===== config.mk =====
export PLATFORM = sky130hd
export DESIGN_NAME = load_use_hazard_unit
export DESIGN_NICKNAME = d
export VERILOG_FILES = /design/src/rtl/load_use_hazard_unit.sv
export SDC_FILE = /design/constraint.sdc
export NUM_CORES = 1
export LEC_CHECK = 0
export ABC_AREA = 1
export CAP_MARGIN = 20
export CORE_MARGIN = 1
export CORE_UTILIZATION = 30
export DETAILED_ROUTE_END_ITERATION = 8
export GPL_ROUTABILITY_DRIVEN = 1
export GPL_TIMING_DRIVEN = 0
export REMOVE_ABC_BUFFERS = 1
export SKIP_LAST_GASP = 1
export SLEW_MARGIN = 30
export SYNTH_ARGS = -nofsm -noshare
export SYNTH_HDL_FRONTEND = slang
export SYNTH_SLANG_ARGS = --single-unit

===== constraint.sdc =====
create_clock -name clk -period 3.08 [get_ports clk]
set_input_delay 0.616 -clock clk [delete_from_list [all_inputs] [get_ports clk]]
set_output_delay 0.616 -clock clk [all_outputs]
set_load 0.01 [all_outputs]

===== src/rtl/load_use_hazard_unit.sv =====
// Load-use hazard unit: per-register in-flight write scoreboard plus a load-age timer that stalls ID.
// Build with HAZARD_PERF_EN defined to add the stall-cycle and load-issue performance counters.
module load_use_hazard_unit #(
  parameter int NUM_REGS = 32,
  parameter int CNT_W    = 2,
  parameter int LOAD_LAT = 1
) (
  input  logic                clk,
  input  logic                reset_n,
  input  logic                id_valid,
  input  logic [4:0]          id_Rs1_in,
  input  logic [4:0]          id_Rs2_in,
  input  logic                id_use_rs1,
  input  logic                id_use_rs2,
  input  logic [4:0]          id_Rd_in,
  input  logic                id_RegWrite,
  input  logic                id_MemRead,
  input  logic                id_advance,
  input  logic                ex_kill,
  input  logic [4:0]          ex_kill_Rd,
  input  logic                ex_kill_RegWrite,
  input  logic                wb_RegWrite_in,
  input  logic [4:0]          wb_Rd_in,
  output logic                stall_out,
  output logic                issue_out,
  output logic [NUM_REGS-1:0] pending_mask_out,
  output logic                sb_error_out
`ifdef HAZARD_PERF_EN
  ,
  output logic [31:0]         stall_cycles_out,
  output logic [31:0]         load_issue_cnt_out
`endif
);
  localparam int         CNT_MAX = (1 << CNT_W) - 1;
  localparam logic [1:0] LAT     = 2'(LOAD_LAT);

  logic [CNT_W-1:0] pend_cnt [NUM_REGS];
  logic [CNT_W-1:0] cnt_next [NUM_REGS];
  logic [1:0]       ld_timer;
  logic [4:0]       ld_rd;
  logic             err_next;
  logic             rs1_hit;
  logic             rs2_hit;
  logic             load_issue;
  int               nxt;

  // ID->EX transfer happens only on issue_out = id_valid & id_advance & ~stall_out;
  // stall_out is the not-ready side and holds the instruction in ID.
  assign rs1_hit    = id_use_rs1 && (id_Rs1_in == ld_rd);
  assign rs2_hit    = id_use_rs2 && (id_Rs2_in == ld_rd);
  assign stall_out  = id_valid && (ld_timer != 2'd0) && (ld_rd != 5'd0) && (rs1_hit || rs2_hit);
  assign issue_out  = id_valid && id_advance && !stall_out;
  assign load_issue = issue_out && id_MemRead && id_RegWrite && (id_Rd_in != 5'd0);

  always_comb begin
    err_next         = 1'b0;
    nxt              = 0;
    pending_mask_out = '0;
    for (int r = 0; r < NUM_REGS; r++) cnt_next[r] = pend_cnt[r];
    for (int r = 1; r < NUM_REGS; r++) begin
      nxt = int'(pend_cnt[r])
          + int'(issue_out && id_RegWrite && (id_Rd_in == 5'(r)))
          - int'(wb_RegWrite_in && (wb_Rd_in == 5'(r)))
          - int'(ex_kill && ex_kill_RegWrite && (ex_kill_Rd == 5'(r)));
      // Out-of-range results hold the current bound and flag the scoreboard as corrupt.
      if (nxt > CNT_MAX) begin
        err_next = 1'b1;
      end else if (nxt < 0) begin
        cnt_next[r] = '0;
        err_next    = 1'b1;
      end else begin
        cnt_next[r] = CNT_W'(nxt);
      end
      pending_mask_out[r] = (pend_cnt[r] != '0);
    end
  end

  always_ff @(posedge clk or negedge reset_n) begin
    if (!reset_n) begin
      for (int r = 0; r < NUM_REGS; r++) pend_cnt[r] <= '0;
      ld_timer     <= 2'd0;
      ld_rd        <= 5'd0;
      sb_error_out <= 1'b0;
    end else begin
      for (int r = 0; r < NUM_REGS; r++) pend_cnt[r] <= cnt_next[r];
      if (err_next) sb_error_out <= 1'b1;
      if (ex_kill) begin
        ld_timer <= 2'd0;
      end else if (load_issue) begin
        ld_timer <= LAT;
        ld_rd    <= id_Rd_in;
      end else if (ld_timer != 2'd0) begin
        ld_timer <= ld_timer - 2'd1;
      end
    end
  end

`ifdef HAZARD_PERF_EN
  always_ff @(posedge clk or negedge reset_n) begin
    if (!reset_n) begin
      stall_cycles_out   <= 32'd0;
      load_issue_cnt_out <= 32'd0;
    end else begin
      if (stall_out) stall_cycles_out <= stall_cycles_out + 32'd1;
      if (issue_out && id_MemRead) load_issue_cnt_out <= load_issue_cnt_out + 32'd1;
    end
  end
`endif

endmodule


==> flow_metrics.env <==
export IMPL_setup_viol=62
export IMPL_status="finished, violations left"
export IMPL_leakagePower_nw=6.24
export IMPL_hp_class="in2async"
export IMPL_timing_setup_critical_path_class="in2reg"
export IMPL_synth_xor_area_share_pct=3.98
export IMPL_cts_root_buf="clkbuf_16"
export IMPL_path_depth=25
export IMPL_final_antenna_net_count=0
export IMPL_synth_area_um2=8800
export IMPL_grt_usage_pct=17.1
export IMPL_slew_viol_final=0
export IMPL_powerDensity_nw_per_um2=622
export IMPL_syn_area_per_cell_um2=6.84
export IMPL_ir_worst_vdd_uv=316
export IMPL_cp_endpoint="sb_error_out"
export IMPL_n_antenna_cell=0
export IMPL_ys_dominant_reg_cell="dfrtp_1"
export IMPL_vias=8463
export IMPL_grt_pass1_vias=8453
export IMPL_io_pins=71
export IMPL_power_switching_mw=3.74
export IMPL_crit_start="id_Rs1_in[1]"
export IMPL_grt_pass1_wl_mm=40.7
export IMPL_skew_ns=0.00694
export IMPL_synth_top_area_share_pct=22.5
export IMPL_crit_path_max_fanout=8
export IMPL_yosysUniqueCellTypes=28
export IMPL_pwr_share_comb_pct=67.3
export IMPL_rr_worst_depth=24
export IMPL_cp_arrival_ns=3.82
export IMPL_slowest_stage="fa_1"
export IMPL_r2r_end="sb_error_out"
export IMPL_yosysWarnings=0
export IMPL_setup_slack_ns=-0.507
export IMPL_areaGrowthSynthToFinish_pct=45.5
export IMPL_synth_area_leaders="ha_1 22%, dfrtp_1 20%, inv_1 14%"
export IMPL_dpl_hpwl_mm=18.6
export IMPL_finalNonFillerCells=1820
export IMPL_critPathTopFamily="simple AND/OR/NAND/NOR gates"
export IMPL_drt_wl_total_mm=26.4
export IMPL_routedWlPerCell_um=14.5
export IMPL_synth_common_cells="335 x inv_1, 315 x nand2_1, 160 x nor2_1"
export IMPL_muxShareOfSynthArea_pct=0
export IMPL_synthCells=1286
export IMPL_cts_tree="done"
export IMPL_p_int_mw=4.22
export IMPL_drc=0
export IMPL_fin_nets=1657
export IMPL_synth_compound_area_share_pct=7.15
export IMPL_start_util_pct=30.6
export IMPL_postCtsHoldBufs=0
export IMPL_p_seq_share_pct=19.2
export IMPL_period_needed_ns=3.59
export IMPL_cp_start_kind="input pin"
export IMPL_die_w_um=173
export IMPL_synthAdderAreaFrac_pct=29.5
export IMPL_die_h_um=173
export IMPL_netSwitchingFraction_pct=47.0
export IMPL_synth_most_common_cell="inv_1"
export IMPL_synthSimpleGateAreaFrac_pct=24.6
export IMPL_drtPass1Iterations=5
export IMPL_relSlewSlack_pct=49.8
export IMPL_numPortBuffers=69
export IMPL_htree_levels=3
export IMPL_crit_required_ns=3.31
export IMPL_synth_edf_count=0
export IMPL_clk_latency_ns=0.35
export IMPL_dieArea_um2=30000
export IMPL_maxCapViolCount=0
export IMPL_setup_worst_path_end_class="register"
export IMPL_clockPowerShare_pct=13.5
export IMPL_gp_congestion=0.872
export IMPL_core_um2=28800
export IMPL_synth_top_family_by_area="adder cells"
export IMPL_fin_hold_ws_ns=0.109
export IMPL_r2r_slack_ns=-0.50
export IMPL_hold_viol=0
export IMPL_synth_top_area_cell="ha_1"
export IMPL_synthArstFlopShare_pct=100
export IMPL_cts_sinks=70
export IMPL_row_count=62
export IMPL_timing_rr_start="ld_rd[1]"
export IMPL_worstMarginPinSlew_ns=0.752
export IMPL_dp_cells=1732
export IMPL_viasPerCell=4.65
export IMPL_critPathMaxStageDelay_ns=0.43
export IMPL_path_buf_inv=5
export IMPL_finalCritPeriodShare_pct=116
export IMPL_ys_seq_area_share_pct=19.9
export IMPL_cts_buffers=9
export IMPL_drtIter0Drc=313
export IMPL_violations="setup timing"
export IMPL_drive_above_1_share_pct=31.3
export IMPL_grt_overflow_total=0
export IMPL_grt_max_degree=53
export IMPL_rsz0062_at_grt="yes"
export IMPL_max_freq_ghz=0.279
export IMPL_ys_seq_elements=70
export IMPL_antenna_found_initial=0
export IMPL_path_clk_slew_ns=0.06
export IMPL_clockBufferDepth=2
==> power groups by stage <==
stage | Combinational, mW | Clock [mW] | Sequential (mW)
2_1_floorplan | 2.61 | 0 | 1.43
5_1_grt | 5.96 | 1.11 | 1.57
3_3_place_gp | 3.78 | 0 | 1.46
4_1_cts | 4.51 | 1.10 | 1.48
3_5_place_dp | 3.86 | 0 | 1.48
6_report | 5.36 | 1.07 | 1.53
==> registers in the layout (all words and copies together), names as in the netlist <==
register      count
pend_cnt         62
ld_rd             5
ld_timer          2
sb_error_out      1
==> final cells by class <==
cell class | instances | area (um^2)
tap | 384 | 480
fill | 2777 | 16000
timing repair buffer | 143 | 1440
multi-input combinational | 873 | 7570
clock buffer | 15 | 288
sequential | 70 | 1750
inverter | 335 | 1280
==> what timing repair did <==
item	in CTS	in global routing
endpoints found under the setup margin	63	63
gates cloned	2	0
resized for setup	278	255
pin swaps	116	127
buffers inserted	45	36
==> cell usage in the layout (no fill, tap or decap), drive strengths merged, types with 8 or more instances in the layout <==
cell	synthesis	layout
clkdlybuf4s15	0	8
clkbuf	5	17
clkdlybuf4s50	0	46
a21oi	18	18
nand4	9	9
o22ai	48	48
fa	31	31
buf	3	75
o21ai	16	16
inv	335	334
nand3	45	45
nand2	316	316
nor2	163	163
xor2	32	32
dlygate4sd2	0	8
xnor2	8	8
dfrtp	70	70
ha	158	158
==> metrics by stage <==
| step | utilization (%) | area (um^2) | TNS [ns] | worst slack (ns) | power [mW] |
|---|---|---|---|---|---|
| final | 44.5 | 12800 | -6.75 | -0.507 | 7.97 |
| after global routing | 44.5 | 12800 | -19.24 | -0.682 | 8.64 |
| after CTS | 40.0 | 11500 | -9.02 | -0.494 | 7.08 |
| after detailed placement | 34.6 | 9950 | -60.10 | -1.73 | 5.34 |
| after global placement | 34.5 | 9920 | -178.62 | -1.74 | 5.24 |
| after floorplan | - | 8750 | -1.63 | -0.323 | 4.04 |
==> cells by family (layout without fill, tap and decap cells) <==
| kind of cell | after synthesis | after routing |
|---|---|---|
| DFF | 70 | 70 |
| other | 1 | 1 |
| AOI/OAI and AO/OA | 102 | 102 |
| xor gates and xnor gates | 40 | 40 |
| adders and majority gates | 189 | 189 |
| buffers and inverters | 343 | 493 |
| and+or+nand+nor | 541 | 541 |
==> worst reg2reg max path, stage by stage, from the launching register on <==
cell     delay [ns]
dfrtp_1        0.41
inv_2          0.08
nand2_1        0.05
nand2_1        0.05
nor2_1         0.05
nand3_1        0.07
nand2_1        0.07
nand2_2        0.09
nand3_4        0.11
nor2_4         0.18
buf_12         0.17
buf_6          0.11
nand2_4        0.05
ha_4           0.26
inv_1          0.04
ha_2           0.17
fa_1           0.43
xor2_2         0.24
nand2_2        0.14
nand3_4        0.12
nand2_2        0.09
nor2_1         0.10
nand3_1        0.13
nor2_2         0.16
nand3_2        0.10
==> worst min-delay path by stage <==
stage          slack [ns]         from  cells after the start            to
2_1_floorplan        0.32      reset_n                      0      ld_rd[0]
3_3_place_gp         0.49  ld_timer[1]                      2   ld_timer[1]
3_5_place_dp         0.49      reset_n                      1  pend_cnt[36]
4_1_cts              0.11      reset_n                      1  pend_cnt[33]
5_1_grt              0.12      reset_n                      1  pend_cnt[36]
6_report             0.11      reset_n                      1  pend_cnt[36]
==> per-layer routing <==
layer / up-vias / GRT usage (%) / wire length [um]
li1: 4206 / - / -
met3: 58 / 3.03 / 1040
met4: 0 / 5.90 / 974
met2: 169 / 30.6 / 13400
met5: - / 0 / 0
met1: 4030 / 20.4 / 11000
Power figures use the tool's default switching activity.
